===== config.mk =====
export PLATFORM = sky130hd
export DESIGN_NAME = trg_mon_data
export DESIGN_NICKNAME = d
export VERILOG_FILES = /design/src/rtl/trg_mon_pkg.sv /design/src/rtl/trg_mon_data.sv
export SDC_FILE = /design/constraint.sdc
export NUM_CORES = 1
export LEC_CHECK = 0
export BUFFER_PORTS_ARGS = -buffer_cell sky130_fd_sc_hd__buf_2
export CORE_AREA = 2 2 247 249
export DETAILED_ROUTE_END_ITERATION = 16
export DIE_AREA = 0 0 249 251
export PLACE_DENSITY_LB_ADDON = 0.3
export SETUP_SLACK_MARGIN = 0.02
export SYNTH_ARGS = -nofsm -noshare
export SYNTH_HDL_FRONTEND = slang
export SYNTH_SLANG_ARGS = --single-unit

===== constraint.sdc =====
create_clock -name clk_in -period 1.6 [get_ports clk_in]
set_input_delay 0.08 -clock clk_in [delete_from_list [all_inputs] [get_ports clk_in]]
set_output_delay 0.08 -clock clk_in [all_outputs]
set_load 0.02 [all_outputs]

===== src/rtl/trg_mon_pkg.sv =====
//------------------------------------------------------------------------------
// Module      : trg_mon_pkg
// Description : Shared word width and read-back address map for the trigger
//               board monitor multiplexer.
// Revision    : 1.0 - initial release
//------------------------------------------------------------------------------
`default_nettype none

package trg_mon_pkg;

   localparam int DW = 16;

   localparam logic [7:0] ADDR_CTRL_REG           = 8'd24;
   localparam logic [7:0] ADDR_CMD_REG            = 8'd25;
   localparam logic [7:0] ADDR_TRG_MODE_MIP1      = 8'd26;
   localparam logic [7:0] ADDR_TRG_MODE_MIP2      = 8'd27;
   localparam logic [7:0] ADDR_TRG_MODE_GM1       = 8'd28;
   localparam logic [7:0] ADDR_TRG_MODE_GM2       = 8'd29;
   localparam logic [7:0] ADDR_TRG_MODE_UBS       = 8'd30;
   localparam logic [7:0] ADDR_TRG_MODE_BRST      = 8'd31;
   localparam logic [7:0] ADDR_EFF_TRG_CNT        = 8'd32;
   localparam logic [7:0] ADDR_COINCID_TRG_CNT    = 8'd33;
   localparam logic [7:0] ADDR_HIT_MONIT_FIX_SEL  = 8'd34;
   localparam logic [7:0] ADDR_HIT_MONIT_SEL      = 8'd35;
   localparam logic [7:0] ADDR_HIT_MONIT_ERR_CNT  = 8'd36;
   localparam logic [7:0] ADDR_HIT_START_CNT      = 8'd37;
   localparam logic [7:0] ADDR_HIT_MONIT_CNT_0_LO = 8'd38;
   localparam logic [7:0] ADDR_HIT_MONIT_CNT_0_HI = 8'd39;
   localparam logic [7:0] ADDR_HIT_MONIT_CNT_1_LO = 8'd40;
   localparam logic [7:0] ADDR_HIT_MONIT_CNT_1_HI = 8'd41;
   localparam logic [7:0] ADDR_BUSY_MONIT_FIX_SEL = 8'd42;
   localparam logic [7:0] ADDR_BUSY_MONIT_ERR_CNT = 8'd43;
   localparam logic [7:0] ADDR_BUSY_MONIT_CNT     = 8'd44;
   localparam logic [7:0] ADDR_COINCID_MIP1       = 8'd45;
   localparam logic [7:0] ADDR_COINCID_MIP2       = 8'd46;
   localparam logic [7:0] ADDR_COINCID_GM1        = 8'd47;
   localparam logic [7:0] ADDR_COINCID_GM2        = 8'd48;
   localparam logic [7:0] ADDR_COINCID_UBS_LO     = 8'd49;
   localparam logic [7:0] ADDR_COINCID_UBS_HI     = 8'd50;
   localparam logic [7:0] ADDR_LOGIC_MATCH_CNT    = 8'd51;
   localparam logic [7:0] ADDR_EXT_TRG_CNT        = 8'd52;
   localparam logic [7:0] ADDR_HIT_AB_SEL         = 8'd53;
   localparam logic [7:0] ADDR_BUSY_AB_SEL        = 8'd54;
   localparam logic [7:0] ADDR_HIT_MASK           = 8'd55;
   localparam logic [7:0] ADDR_BUSY_MASK          = 8'd56;
   localparam logic [7:0] ADDR_TRG_MATCH_WIN      = 8'd57;
   localparam logic [7:0] ADDR_TRG_DEAD_TIME      = 8'd58;
   localparam logic [7:0] ADDR_CONFIG_RECEIVED    = 8'd59;
   localparam logic [7:0] ADDR_EXT_TRG_DELAY      = 8'd60;
   localparam logic [7:0] ADDR_CYCLED_TRG_PERIOD  = 8'd61;
   localparam logic [7:0] ADDR_LOGIC_GRP_OE       = 8'd62;

endpackage

`default_nettype wire


===== src/rtl/trg_mon_data.sv =====
//------------------------------------------------------------------------------
// Module      : trg_mon_data
// Description : Registered read-back mux of the trigger monitor words, with
//               coherent shadowing of the upper halves of 32-bit counters.
// Revision    : 1.0 - initial release
//------------------------------------------------------------------------------
`default_nettype none

module trg_mon_data
   import trg_mon_pkg::*;
#(
   parameter int BASE_ADDR = 24,
   parameter int DW        = trg_mon_pkg::DW
) (
   input  logic            clk_in,
   input  logic            rst_in,
   input  logic            rd_in,
   input  logic [7:0]      rd_addr_in,
   input  logic [DW-1:0]   ctrl_reg_in,
   input  logic [DW-1:0]   cmd_reg_in,
   input  logic [DW-1:0]   trg_mode_mip1_in,
   input  logic [DW-1:0]   trg_mode_mip2_in,
   input  logic [DW-1:0]   trg_mode_gm1_in,
   input  logic [DW-1:0]   trg_mode_gm2_in,
   input  logic [DW-1:0]   trg_mode_ubs_in,
   input  logic [DW-1:0]   trg_mode_brst_in,
   input  logic [DW-1:0]   eff_trg_cnt_in,
   input  logic [DW-1:0]   coincid_trg_cnt_in,
   input  logic [DW-1:0]   hit_monit_fix_sel_in,
   input  logic [DW-1:0]   hit_monit_sel_in,
   input  logic [DW-1:0]   hit_monit_err_cnt_in,
   input  logic [DW-1:0]   hit_start_cnt_in,
   input  logic [2*DW-1:0] hit_monit_cnt_0_in,
   input  logic [2*DW-1:0] hit_monit_cnt_1_in,
   input  logic [DW-1:0]   busy_monit_fix_sel_in,
   input  logic [DW-1:0]   busy_monit_err_cnt_in,
   input  logic [DW-1:0]   busy_monit_cnt_in,
   input  logic [DW-1:0]   coincid_MIP1_cnt_in,
   input  logic [DW-1:0]   coincid_MIP2_cnt_in,
   input  logic [DW-1:0]   coincid_GM1_cnt_in,
   input  logic [DW-1:0]   coincid_GM2_cnt_in,
   input  logic [2*DW-1:0] coincid_UBS_cnt_in,
   input  logic [DW-1:0]   logic_match_cnt_in,
   input  logic [DW-1:0]   ext_trg_cnt_in,
   input  logic [DW-1:0]   hit_ab_sel_in,
   input  logic [DW-1:0]   busy_ab_sel_in,
   input  logic [DW-1:0]   hit_mask_in,
   input  logic [DW-1:0]   busy_mask_in,
   input  logic [DW-1:0]   trg_match_win_in,
   input  logic [DW-1:0]   trg_dead_time_in,
   input  logic [DW-1:0]   config_received_in,
   input  logic [DW-1:0]   ext_trg_delay_in,
   input  logic [DW-1:0]   cycled_trg_period_in,
   input  logic [7:0]      logic_grp_oe_in,
   output logic [DW-1:0]   mon_data_out
);

   logic [7:0]    w_norm_addr;
   logic [DW-1:0] w_mux;
   logic [DW-1:0] r_mon_data;
   logic [DW-1:0] r_shadow_hit0;
   logic [DW-1:0] r_shadow_hit1;
   logic [DW-1:0] r_shadow_ubs;

   // Rebase the incoming address onto the package map, which is anchored at 24.
   assign w_norm_addr = rd_addr_in - 8'(BASE_ADDR) + ADDR_CTRL_REG;

   always_comb begin
      w_mux = '0;
      case (w_norm_addr)
         ADDR_CTRL_REG:           w_mux = ctrl_reg_in;
         ADDR_CMD_REG:            w_mux = cmd_reg_in;
         ADDR_TRG_MODE_MIP1:      w_mux = trg_mode_mip1_in;
         ADDR_TRG_MODE_MIP2:      w_mux = trg_mode_mip2_in;
         ADDR_TRG_MODE_GM1:       w_mux = trg_mode_gm1_in;
         ADDR_TRG_MODE_GM2:       w_mux = trg_mode_gm2_in;
         ADDR_TRG_MODE_UBS:       w_mux = trg_mode_ubs_in;
         ADDR_TRG_MODE_BRST:      w_mux = trg_mode_brst_in;
         ADDR_EFF_TRG_CNT:        w_mux = eff_trg_cnt_in;
         ADDR_COINCID_TRG_CNT:    w_mux = coincid_trg_cnt_in;
         ADDR_HIT_MONIT_FIX_SEL:  w_mux = hit_monit_fix_sel_in;
         ADDR_HIT_MONIT_SEL:      w_mux = hit_monit_sel_in;
         ADDR_HIT_MONIT_ERR_CNT:  w_mux = hit_monit_err_cnt_in;
         ADDR_HIT_START_CNT:      w_mux = hit_start_cnt_in;
         ADDR_HIT_MONIT_CNT_0_LO: w_mux = hit_monit_cnt_0_in[DW-1:0];
         ADDR_HIT_MONIT_CNT_0_HI: w_mux = r_shadow_hit0;
         ADDR_HIT_MONIT_CNT_1_LO: w_mux = hit_monit_cnt_1_in[DW-1:0];
         ADDR_HIT_MONIT_CNT_1_HI: w_mux = r_shadow_hit1;
         ADDR_BUSY_MONIT_FIX_SEL: w_mux = busy_monit_fix_sel_in;
         ADDR_BUSY_MONIT_ERR_CNT: w_mux = busy_monit_err_cnt_in;
         ADDR_BUSY_MONIT_CNT:     w_mux = busy_monit_cnt_in;
         ADDR_COINCID_MIP1:       w_mux = coincid_MIP1_cnt_in;
         ADDR_COINCID_MIP2:       w_mux = coincid_MIP2_cnt_in;
         ADDR_COINCID_GM1:        w_mux = coincid_GM1_cnt_in;
         ADDR_COINCID_GM2:        w_mux = coincid_GM2_cnt_in;
         ADDR_COINCID_UBS_LO:     w_mux = coincid_UBS_cnt_in[DW-1:0];
         ADDR_COINCID_UBS_HI:     w_mux = r_shadow_ubs;
         ADDR_LOGIC_MATCH_CNT:    w_mux = logic_match_cnt_in;
         ADDR_EXT_TRG_CNT:        w_mux = ext_trg_cnt_in;
         ADDR_HIT_AB_SEL:         w_mux = hit_ab_sel_in;
         ADDR_BUSY_AB_SEL:        w_mux = busy_ab_sel_in;
         ADDR_HIT_MASK:           w_mux = hit_mask_in;
         ADDR_BUSY_MASK:          w_mux = busy_mask_in;
         ADDR_TRG_MATCH_WIN:      w_mux = trg_match_win_in;
         ADDR_TRG_DEAD_TIME:      w_mux = trg_dead_time_in;
         ADDR_CONFIG_RECEIVED:    w_mux = config_received_in;
         ADDR_EXT_TRG_DELAY:      w_mux = ext_trg_delay_in;
         ADDR_CYCLED_TRG_PERIOD:  w_mux = cycled_trg_period_in;
         ADDR_LOGIC_GRP_OE:       w_mux = {{(DW-8){1'b0}}, logic_grp_oe_in};
         default:                 w_mux = '0;
      endcase
   end

   // A low-half read freezes the upper half so the pair reads as one snapshot.
   always_ff @(posedge clk_in or posedge rst_in) begin
      if (rst_in) begin
         r_mon_data    <= '0;
         r_shadow_hit0 <= '0;
         r_shadow_hit1 <= '0;
         r_shadow_ubs  <= '0;
      end else if (rd_in) begin
         r_mon_data <= w_mux;
         if (w_norm_addr == ADDR_HIT_MONIT_CNT_0_LO)
            r_shadow_hit0 <= hit_monit_cnt_0_in[2*DW-1:DW];
         if (w_norm_addr == ADDR_HIT_MONIT_CNT_1_LO)
            r_shadow_hit1 <= hit_monit_cnt_1_in[2*DW-1:DW];
         if (w_norm_addr == ADDR_COINCID_UBS_LO)
            r_shadow_ubs  <= coincid_UBS_cnt_in[2*DW-1:DW];
      end
   end

   assign mon_data_out = r_mon_data;

endmodule

`default_nettype wire


==> qor.yml <==
timing:
  worst_pin_slew_ns: 0.630
  fin_crit_sh: 1.10
  setup_viol: 6
  worst_slack_ns: -0.165
  period_minus_slack_ns: 1.77
  rsz0062_at_grt: "true"
  clock_skew_ns: 0.0176
  fmax_mhz: 567
  final_max_slew_viol_count: 0
  max_slew_margin: 0.578
  hold_violations: 0
layout:
  n_fill_cell: 6507
  areaGrowthSynthToFinish_pct: 110
  drive_gt1_frac: 0.654
  finalInstanceArea_um2: 16900
  fin_cells: 2695
  final_nets: 2510
  fin_util: 0.282
clock_tree:
  cts_inserted_buffers: 9
  ctsRootBufferMaster: "clkbuf_16"
  insertion_delay_ns: 0.40
  cts.sinks: 64
  clkTransAtPathRegs_ns: 0.08
  cts_htree_levels: 3
  max-clock-path-buffers: 2
  cts_tree: "built"
drt:
  drc: 0
  wl_um: 89700
  vias_per_cell: 4.99
  ant_nets: 0
  wl_per_cell_um: 33.3
  drtIter0Drc: 1207
  vias: 13400
  dr.pass1.iters: 6
synthesis:
  seq_area_frac_synth: 0.200
  yosys-top-cells-count: "92 x mux2i_1, 74 x a22oi_1, 68 x nand2_1, 64 x dfrtp_1, 54 x buf_2"
  synth_most_common_cell: "mux2i_1"
  synthTopCellsByArea: "dfrtp_1 20%, mux2i_1 11%, mux2_2 7.0%"
  synth-async-reset-ratio: 1.00
  ys_seq_elements: 64
  postSynthCellCount: 947
  synthesis.area_um2: 8030
  ys_types: 75
  yosys_warnings: 0
  synth_enable_flop_cells: 0
  ys.flop_type: "dfrtp_1"
  avgSynthCellArea_um2: 8.47
  synth_area_leader_cell: "dfrtp_1"
  syn_nets: 1574
  yosys.area.top_type_share: 0.200
power_and_ir_drop:
  seq_power_share: 0.234
  power.total_mw: 7.40
  p_int_mw: 4.48
  p_clk_frac: 0.300
  p_sw_frac: 0.395
  combPwrFrac: 0.467
  power.density_nw_per_um2: 439
  peakVddDrop_mv: 0.536
  p_sw_mw: 2.93
  leakage_nw: 7.78
global_route:
  grt_overflow: 0
  track_usage: 0.275
  grt_max_degree: 65
  grt_pass1_vias: 13700
  grt_pass1_wl_um: 117000
  grt_antenna_before_repair: 61
critical_path:
  crit_family: "compound AO/OA/AOI/OAI gates"
  start_kind: "primary input"
  crit_start: "rd_addr_in[0]"
  timing.rr.start: "r_shadow_hit0[13]"
  crit_buf_inv: 2
  crit_required_ns: 1.86
  critPathSlowestCell: "mux4_2"
  critPathMaxStageDelay_ns: 0.55
  worstPathArrival_ns: 2.03
  path_cells: "buf_16, buf_8, mux4_2, nand2_2, a31oi_2, a2111oi_4, o211ai_1, a221o_1"
  end_kind: "flop"
  critPathKind: "primary input to flop"
  worst-path-max-fanout: 6
place:
  placed_area_um2: 14400
  dpl.cell_count: 2556
  place.gp.congestion: 0.976
  dp_hpwl_um: 75400
  portBuffers: 642
  preCtsSetupSlack_ns: -0.819
status:
  violations: "negative setup slack"
  status: "finished, violations left"
worst_hold_path:
  worstHoldPathType: "primary input to flop"
  min_from: "coincid_trg_cnt_in[7]"
floorplan:
  dieArea_um2: 62500
  die_y_um: 251
  initial_core_util: 0.134
  ios: 643
  rows: 90
  coreArea_um2: 59800
  die_x_um: 249
job:
  drv_cap: 0
## layer usage
metal  GRT usage  part of all wire  up-vias
met5           0            0.0048        -
met3      0.0690             0.080      219
met1       0.332              0.40     6554
li1            -                 -     5758
met4       0.121             0.050       68
met2       0.463              0.46      849
## layout make-up
class,instances,area [um^2],area share
multi-input combinational,777,6920,0.410
clock buffer,10,239,0.0142
tap,782,978,0.0580
timing repair buffer,1027,7000,0.415
clock inverter,6,45.0,0.00267
inverter,4,18.8,0.00111
antenna,25,62.6,0.00371
sequential,64,1600,0.0949
## through the flow
stage	TNS (ns)	hold slack, ns
floorplan	-0.0993	0.211
global placement	-21.75	0.248
global route	-0.547	0.119
CTS	-0.386	0.0827
detailed placement	-23.41	0.248
finish	-0.408	0.0918
## worst paths after layout
kind | endpoint | slack, ns | cells past startpoint
worst max-delay path | mon_data_out[0] | -0.17 | 8
worst min-delay path | mon_data_out[7] | 0.09 | 4
worst max register to register | mon_data_out[13] | -0.13 | 6
worst min register to register | r_shadow_ubs[15] | 0.49 | 1
max in group asynchronous | r_shadow_hit1[15] | 0.82 | 4
min in group asynchronous | r_shadow_hit0[0] | 0.36 | 4
## cells by family after synthesis
kind of cell           Yosys count  synth area share
muxes                          168             0.235
and+or+nand+nor                250             0.164
buffers and inverters          107            0.0705
DFF                             64             0.200
AOI/OAI and AO/OA              358             0.331
## sequential cells by signal, indices dropped and copies added, names as in the netlist
register       cells
r_shadow_ubs      16
mon_data_out      16
r_shadow_hit1     16
r_shadow_hit0     16
## power by group through the flow
stage               sequential, mW  clock [mW]  combinational, mW
finish                        1.73        2.22               3.46
CTS                           1.73        2.30               3.24
global placement              1.75           0               2.92
floorplan                     1.75           0              0.970
detailed placement            1.76           0               2.94
global route                  1.73        2.32               3.61
## placed cells by master (no fill, tap or decap), types with 27 or more instances in the layout
master	n
buf_2	637
buf_4	258
mux2i_1	71
dfrtp_1	64
nand2_1	60
a22oi_1	51
dlygate4sd3_1	49
mux2_2	47
buf_12	43
nand3_1	35
nor2_1	33
buf_6	29
a21oi_1	27
o21ai_0	27
## worst reg2reg max path, stage by stage, from the launching register on
cell and delay (ns):
dfrtp_1 0.39, mux2_4 0.28, a22oi_2 0.19, o22ai_4 0.13, nor4_2 0.22, nand4_1 0.10
o32a_1 0.30
## timing repair
item / 4_1_cts / 5_1_grt
hold endpoints to repair: 112 / 0
gates resized for setup: 134 / 124
pin swaps: 28 / 46
setup buffers: 20 / 26
hold buffers: 49 / 0
setup endpoints to repair: 16 / 18
cloned: 1 / 2
Note: power is estimated with default switching activity, not from simulation.
